===== src/rtl/uart_pkg.sv =====
// Shared definitions for the configurable UART transmitter: state encoding,
// parity modes and a width helper.
package uart_pkg;

  typedef enum logic [2:0] {
    ST_IDLE   = 3'd0,
    ST_START  = 3'd1,
    ST_DATA   = 3'd2,
    ST_PARITY = 3'd3,
    ST_STOP   = 3'd4
  } uart_state_e;

  localparam int PAR_NONE = 0;
  localparam int PAR_EVEN = 1;
  localparam int PAR_ODD  = 2;

  // Bits needed to hold values 0..value-1; never narrower than one bit.
  function automatic int clog2(input int value);
    int w;
    w = 0;
    while ((1 << w) < value) w++;
    return (w < 1) ? 1 : w;
  endfunction

endpackage


===== src/rtl/uart_baud_tick.sv =====
// Bit-period timer: counts 0..DIV-1 and flags the last clock of each bit.
// clear holds the count at zero so the first bit of a frame is full length.
module uart_baud_tick
  import uart_pkg::*;
#(
  parameter int DIV = 1250
) (
  input  logic clock,
  input  logic reset_n,
  input  logic clear,
  output logic tick
);

  localparam int CW = clog2(DIV);
  localparam logic [CW-1:0] LAST = CW'(DIV - 1);

  logic [CW-1:0] cnt;

  always_ff @(posedge clock or negedge reset_n) begin
    if (!reset_n) begin
      cnt <= '0;
    end else if (clear || (cnt == LAST)) begin
      cnt <= '0;
    end else begin
      cnt <= cnt + 1'b1;
    end
  end

  assign tick = (cnt == LAST);

endmodule


===== src/rtl/uart_tx_cfg.sv =====
// UART transmitter with elaboration-time width, parity, stop bits and baud.
//   state     | meaning
//   ST_IDLE   | line high, waiting for start
//   ST_START  | start bit (low) for one bit time
//   ST_DATA   | payload bits, LSB first
//   ST_PARITY | optional parity bit
//   ST_STOP   | STOP_BITS bit times of high line, done on the last tick
module uart_tx_cfg
  import uart_pkg::*;
#(
  parameter int CLK_FREQ  = 12000000,
  parameter int BAUD      = 9600,
  parameter int DATA_BITS = 8,
  parameter int PARITY    = 0,
  parameter int STOP_BITS = 1
) (
  input  logic                 clock,
  input  logic                 reset_n,
  input  logic                 start,
  input  logic [DATA_BITS-1:0] data_in,
  output logic                 tx,
  output logic                 busy,
  output logic                 done,
  output logic [2:0]           state
);

  localparam int DIV = CLK_FREQ / BAUD;
  localparam int IW  = clog2(DATA_BITS + 1);
  localparam logic [IW-1:0] LAST_BIT  = IW'(DATA_BITS - 1);
  localparam logic [IW-1:0] LAST_STOP = IW'(STOP_BITS - 1);

  if (DIV < 2) begin : g_bad_div
    $error("uart_tx_cfg: CLK_FREQ/BAUD must be at least 2");
  end
  if (DATA_BITS < 5 || DATA_BITS > 9) begin : g_bad_width
    $error("uart_tx_cfg: DATA_BITS must be 5..9");
  end
  if (PARITY < PAR_NONE || PARITY > PAR_ODD) begin : g_bad_parity
    $error("uart_tx_cfg: PARITY must be 0, 1 or 2");
  end
  if (STOP_BITS < 1 || STOP_BITS > 2) begin : g_bad_stop
    $error("uart_tx_cfg: STOP_BITS must be 1 or 2");
  end

  uart_state_e          st_q, st_d;
  logic [DATA_BITS-1:0] shift_q, shift_d;
  logic [IW-1:0]        idx_q, idx_d;
  logic                 par_q, par_d;
  logic                 tx_d, done_d;
  logic                 baud_clear, tick;

  assign baud_clear = (st_q == ST_IDLE);

  uart_baud_tick #(.DIV(DIV)) u_baud_tick (
    .clock   (clock),
    .reset_n (reset_n),
    .clear   (baud_clear),
    .tick    (tick)
  );

  always_comb begin
    st_d    = st_q;
    shift_d = shift_q;
    idx_d   = idx_q;
    par_d   = par_q;
    done_d  = 1'b0;
    unique case (st_q)
      ST_IDLE: begin
        if (start) begin
          shift_d = data_in;
          par_d   = (^data_in) ^ (PARITY == PAR_ODD);
          idx_d   = '0;
          st_d    = ST_START;
        end
      end
      ST_START: begin
        if (tick) begin
          idx_d = '0;
          st_d  = ST_DATA;
        end
      end
      ST_DATA: begin
        if (tick) begin
          shift_d = shift_q >> 1;
          if (idx_q == LAST_BIT) begin
            idx_d = '0;
            st_d  = (PARITY != PAR_NONE) ? ST_PARITY : ST_STOP;
          end else begin
            idx_d = idx_q + 1'b1;
          end
        end
      end
      ST_PARITY: begin
        if (tick) begin
          idx_d = '0;
          st_d  = ST_STOP;
        end
      end
      ST_STOP: begin
        // idx counts stop bits here so two stop bits need no extra timer
        if (tick) begin
          if (idx_q == LAST_STOP) begin
            idx_d  = '0;
            done_d = 1'b1;
            st_d   = ST_IDLE;
          end else begin
            idx_d = idx_q + 1'b1;
          end
        end
      end
      default: st_d = ST_IDLE;
    endcase

    case (st_d)
      ST_START:  tx_d = 1'b0;
      ST_DATA:   tx_d = shift_d[0];
      ST_PARITY: tx_d = par_d;
      default:   tx_d = 1'b1;
    endcase
  end

  always_ff @(posedge clock or negedge reset_n) begin
    if (!reset_n) begin
      st_q    <= ST_IDLE;
      shift_q <= '0;
      idx_q   <= '0;
      par_q   <= 1'b0;
      tx      <= 1'b1;
      busy    <= 1'b0;
      done    <= 1'b0;
    end else begin
      st_q    <= st_d;
      shift_q <= shift_d;
      idx_q   <= idx_d;
      par_q   <= par_d;
      tx      <= tx_d;
      busy    <= (st_d != ST_IDLE);
      done    <= done_d;
    end
  end

  assign state = st_q;

endmodule


===== config.mk =====
export PLATFORM = sky130hd
export DESIGN_NAME = uart_tx_cfg
export DESIGN_NICKNAME = d
export VERILOG_FILES = /design/src/rtl/uart_pkg.sv /design/src/rtl/uart_baud_tick.sv /design/src/rtl/uart_tx_cfg.sv
export SDC_FILE = /design/constraint.sdc
export NUM_CORES = 1
export LEC_CHECK = 0
export CORE_AREA = 3 3 58 60
export CTS_CLUSTER_DIAMETER = 50
export DETAILED_ROUTE_END_ITERATION = 6
export DIE_AREA = 0 0 61 63
export PLACE_DENSITY_LB_ADDON = 0.25
export SETUP_SLACK_MARGIN = 0.02
export SYNTH_ARGS = -nofsm -noshare
export SYNTH_HDL_FRONTEND = slang
export SYNTH_SLANG_ARGS = --single-unit
export TNS_END_PERCENT = 30

===== constraint.sdc =====
create_clock -name clock -period 2.5 [get_ports clock]
set_input_delay 0.5 -clock clock [delete_from_list [all_inputs] [get_ports clock]]
set_output_delay 0.5 -clock clock [all_outputs]
set_load 0.01 [all_outputs]

=== After elaboration in Yosys (flattened, before gate mapping) ===
Index checks and enable logic that the tools add are counted.

* Word-level logic and storage cells: 59
* Flip-flop bits (word level): 30
* Output and inout bits: 6
* Input port bits: 11

* Reductions and logical operators: 10
* Equality and inequality tests: 13
* Muxes and demuxes: 25
* Add/sub/neg operators: 2

{| class="wikitable"
|+ Operators with widths
! operator !! number
|-
| 2-to-1 mux 4 bit || 6
|-
| 2-to-1 mux 3 bit || 7
|-
| 2-to-1 mux 8 bit || 2
|-
| one-hot mux 4 bit (4 select lines) || 1
|-
| one-hot mux 8 bit (2 select lines) || 1
|-
| one-hot mux 3 bit (5 select lines) || 1
|-
| equality test 3 x 2 -> 1 bit, second input constant || 4
|-
| adder 11 x 1 -> 11 bit, second input constant || 1
|-
| equality test 11 bit, second input constant || 1
|-
| 2-to-1 mux 11 bit || 1
|-
| XOR reduction 8 bit || 1
|-
| equality test 3 x 1 -> 1 bit, second input constant || 2
|-
| != test 2 bit, second input constant || 3
|-
| 2-to-1 mux 1 bit || 5
|-
| AND reduction 5 bit || 1
|-
| adder 4 x 1 -> 4 bit, second input constant || 1
|-
| equality test 4 x 3 -> 1 bit, second input constant || 1
|-
| zero test 4 bit || 1
|-
| nonzero test 4 bit || 1
|-
| equality test 3 bit, second input constant || 1
|-
| zero test 3 bit || 1
|-
| one-hot mux 1 bit (3 select lines) || 1
|-
| AND reduction 3 bit || 1
|-
| nonzero test 3 bit || 1
|-
| 4 further kinds || 4
|}

=== Logic depth before layout (Yosys ltp) ===
Gate-level depths: netlist of run 1.

* Depth in word-level cells: 6
* Depth in mapped cells: 7
* Gate-level depth less buffers: 7

=== Hierarchy ===
Synthesis of run 1 repeated with hierarchy kept, for this count alone.

* Cells, all modules: 165
* Area, all modules: 1631.6 um^2

{| class="wikitable"
|+ By module, submodules not included
! module !! sequential area each (um^2) !! instances !! cells an instance !! area each (um^2)
|-
| uart_tx_cfg || 476.7 || 1 || 109 || 1057.3
|-
| uart_baud_tick || 275.3 || 1 || 56 || 574.3
|}

=== Worst setup path before layout of run 1 ===
No wires, ideal clock.

* Kind: register to register
* Start point: register u_baud_tick.cnt[2]
* End point: register idx_q[3]
* Setup slack: 610 ps
* Period minus slack after synthesis: 1890 ps
* Buffers on the path: 0
* Arrival: 1764 ps
* Stages on the path, launching flop included: 5
* Setup time: 126 ps
* Required time: 2374 ps
* Cells stage by stage: dfrtp_1 -> or4b_4 -> nor3_1 -> a31oi_1 -> a221o_1

* Word-level cells in the longest chain between the ends: 3
* Elaborated cells on any way between the ends: 5
* Those cells by class: 4 x eq/ne; 1 x reduce/logical

{| class="wikitable"
|+ RTL lines
! element !! line !! text
|-
| start, declared || uart_baud_tick.sv:17 || <nowiki>logic [CW-1:0] cnt;</nowiki>
|-
| start signal, assigned || uart_baud_tick.sv:25 || <nowiki>cnt <= cnt + 1'b1;</nowiki>
|-
| equality test 11 bit * || uart_baud_tick.sv:29 || <nowiki>assign tick = (cnt == LAST);</nowiki>
|-
| != test 2 bit (no source line) / != test 2 x 1 -> 1 bit (equally long branches) || - ||
|-
| AND reduction 5 bit (no source line) * || - ||
|-
| end signal, assigned || uart_tx_cfg.sv:134 || <nowiki>idx_q <= idx_d;</nowiki>
|-
| end, declared || uart_tx_cfg.sv:47 || <nowiki>logic [IW-1:0] idx_q, idx_d;</nowiki>
|}

Every way passes the cells marked *; elsewhere a longest branch is shown, timed or not.
A chain may end at the register's enable or synchronous reset.

=== Final worst setup path of run 1 ===
* Start point: register u_baud_tick.cnt[2]
* End point: register idx_q[2]

The elaborated chain is that of the path after synthesis.

==> results of run 1 <==
worst paths after layout:
| kind | end | depth (start not counted) |
|---|---|---|
| setup / recovery | idx_q[2] | 5 |
| hold / removal | shift_q[1] | 1 |
| setup reg to reg | idx_q[2] | 5 |
| hold reg to reg | shift_q[1] | 1 |
| max in group asynchronous | tx | 2 |
| min in group asynchronous | idx_q[3] | 2 |
layout make-up:
cell class | instances | area, sq um
Tap cell | 33 | 41.3
Fill cell | 251 | 1150
Inverter | 5 | 18.8
Timing Repair Buffer | 18 | 175
Clock buffer | 7 | 45.0
Multi-Input combinational cell | 113 | 800
Sequential cell | 30 | 752
metal layers:
layer,GRT usage (%),routed length [um]
met1,22.0,1350
met2,23.4,1320
met3,6.20,89
met4,6.23,31
met5,0,0
placed cells by master, fill, tap and decap left out, drive strengths merged, types with 5 or more instances in the layout:
cell type,n
dfrtp,29
nor2,20
clkdlybuf4s50,16
xnor2,12
a22o,9
nand3,8
a21o,7
clkbuf,7
inv,5
nor2b,5
critical path: stages (launching register included):
cell and delay, ns:
dfrtp_1 0.44, or4b_4 0.60, nor3_1 0.31, a31oi_1 0.27
nor4bb_1 0.34, a221o_1 0.15
sequential cells by signal, summed over array words and instances, names as in the netlist:
signal and cells:
done 1, idx_q 4, par_q 1, busy 1, state 3, u_baud_tick.cnt 11, tx 1, shift_q 8
kinds of logic after synthesis:
family	after synthesis	synth area share, %
buffers and inverters	8	1.98
AO/OA/AOI/OAI	29	13.6
multiplexers	3	1.98
adder cells (fa/ha/maj)	4	3.17
XOR/XNOR	16	8.89
AND/OR/NAND/NOR	61	22.7
flip-flops	30	47.7
power by group:
group	leakage [nW]	internal, mW	switching (mW)	total (mW)
Sequential	0.376	0.559	0.0735	0.633
Clock	0.0254	0.106	0.154	0.260
Combinational	0.442	0.113	0.0952	0.208
cell usage after synthesis (2+ instances only):
cell type and instances:
and2_1 2, or3_1 4, nand2_1 4, clkbuf_1 2
o21ai_0 3, a21o_1 7, a221o_1 2, a21oi_1 4
dfrtp_1 29, nor2_1 20, or3b_2 2, inv_1 5
nor2b_1 5, and3_1 2, nand2b_1 2, xnor2_1 12
nor3_1 2, mux2i_1 2, nand3_1 7, ha_1 4
a22o_1 9, xor2_1 4
stage by stage:
stage | worst slack (ns) | hold slack, ns
after floorplan | 0.610 | 0.204
final | 0.347 | 0.482
after detailed placement | 0.351 | 0.470
after global placement | 0.393 | 0.465
after global routing | 0.141 | 0.504
after CTS | 0.360 | 0.489
==> metrics.cfg, run 1 <==
[logic_synthesis]
async_flop_share_pct=100
synth_enable_flop_cells=0
avgSynthCellArea_sq_um=10.4
synth_cell_types=40
syn_nets=166
synth-seq-cells=30
ys_top_cells_by_area=dfrtp_1, xnor2_1, a22o_1
syn_inst=151
yosys_warnings=0
ys_seq_area_share_pct=47.7
yosysTopAreaCell=dfrtp_1
synthDominantCellAreaShare_pct=46.0
netlist_area_sq_um=1580
synthFlopType=dfrtp_1

[timing]
slew_viol_final=0
min_period_over_period_pct=86.1
worst_pin_slew_ns=0.535
finalSetupTns_ns=0
rsz0062_at_grt=no
min_period_ns=2.15
hold_viol_final=0
fmax_ghz=0.464
setup_viol=0
slew_headroom_pct=64.1
fin_skew_ns=0.0145

[critical_path]
crit_arrival_ns=2.42
crit_type=register to register
startpoint_type=register
worstSetupEndpointType=register
crit_start=u_baud_tick.cnt[2]
reg2reg_from=u_baud_tick.cnt[2]
worstPathMaxFanout=6
required_ns=2.77
r2r_setup_slack_ns=0.35

[power]
total_power_mw=1.10
vdd_drop_max_mv=0.456
leakage_nw=0.843
p_per_area_nw_per_um2=601

[global_route]
grt_pass1_vias=1077
grt_max_degree=31
gr-usage-all-layers_pct=16.3
globalRoute.totalOverflow=0
grt_pass1_wl_um=4750
antenna_found_initial=0

[layout]
drive_gt1_share_pct=8.67
fin_util_pct=61.5
fin_cells=206
nets=188
final_area_sq_um=1830
antenna_cells=0
syn_to_final_growth_pct=16.2

[placed_design]
place_congestion=0.811
dp_hpwl_um=2020
place_area_sq_um=1790
io_buffer_count=16
dp_cells=199

[clock_network]
cts_sinks=30
cts.hold.buffers_added=0
cts_resized=0
cts_root_buf=clkbuf_4
numCtsBuffers=5
insertion_delay_ns=0.32
cts_tree=built
cts_max_level=2
clockBufferDepth=2
cts_setup_buffers=0
path_clk_slew_ns=0.10

[worst_hold_path]
hold_path_class=register to register
min-delay-start=shift_q[1]

[floorplan]
coreArea_sq_um=2980
ioPinCount=17
die_h_um=63
start_util_pct=52.9
fp.dieArea_sq_um=3840
rows=20
die_w_um=61

[drt]
wl_per_cell_um=13.5
dr.pass1.iters=4
vias_per_cell=5.65
drtAntennaViolNets=0
drtIter0Drc=37
finalWirelength_um=2790
drc=0
num_vias=1163

[run]
cap_viol_max_count=0

[outcome]
status=finished clean

No activity file was read; power rests on OpenSTA's default activity.
==> run 2: changes to the inputs <==
CAP_MARGIN = 15   (was not set)
==> results of run 2 <==
Final layout, timing and power as in run 1 (identical DEF).
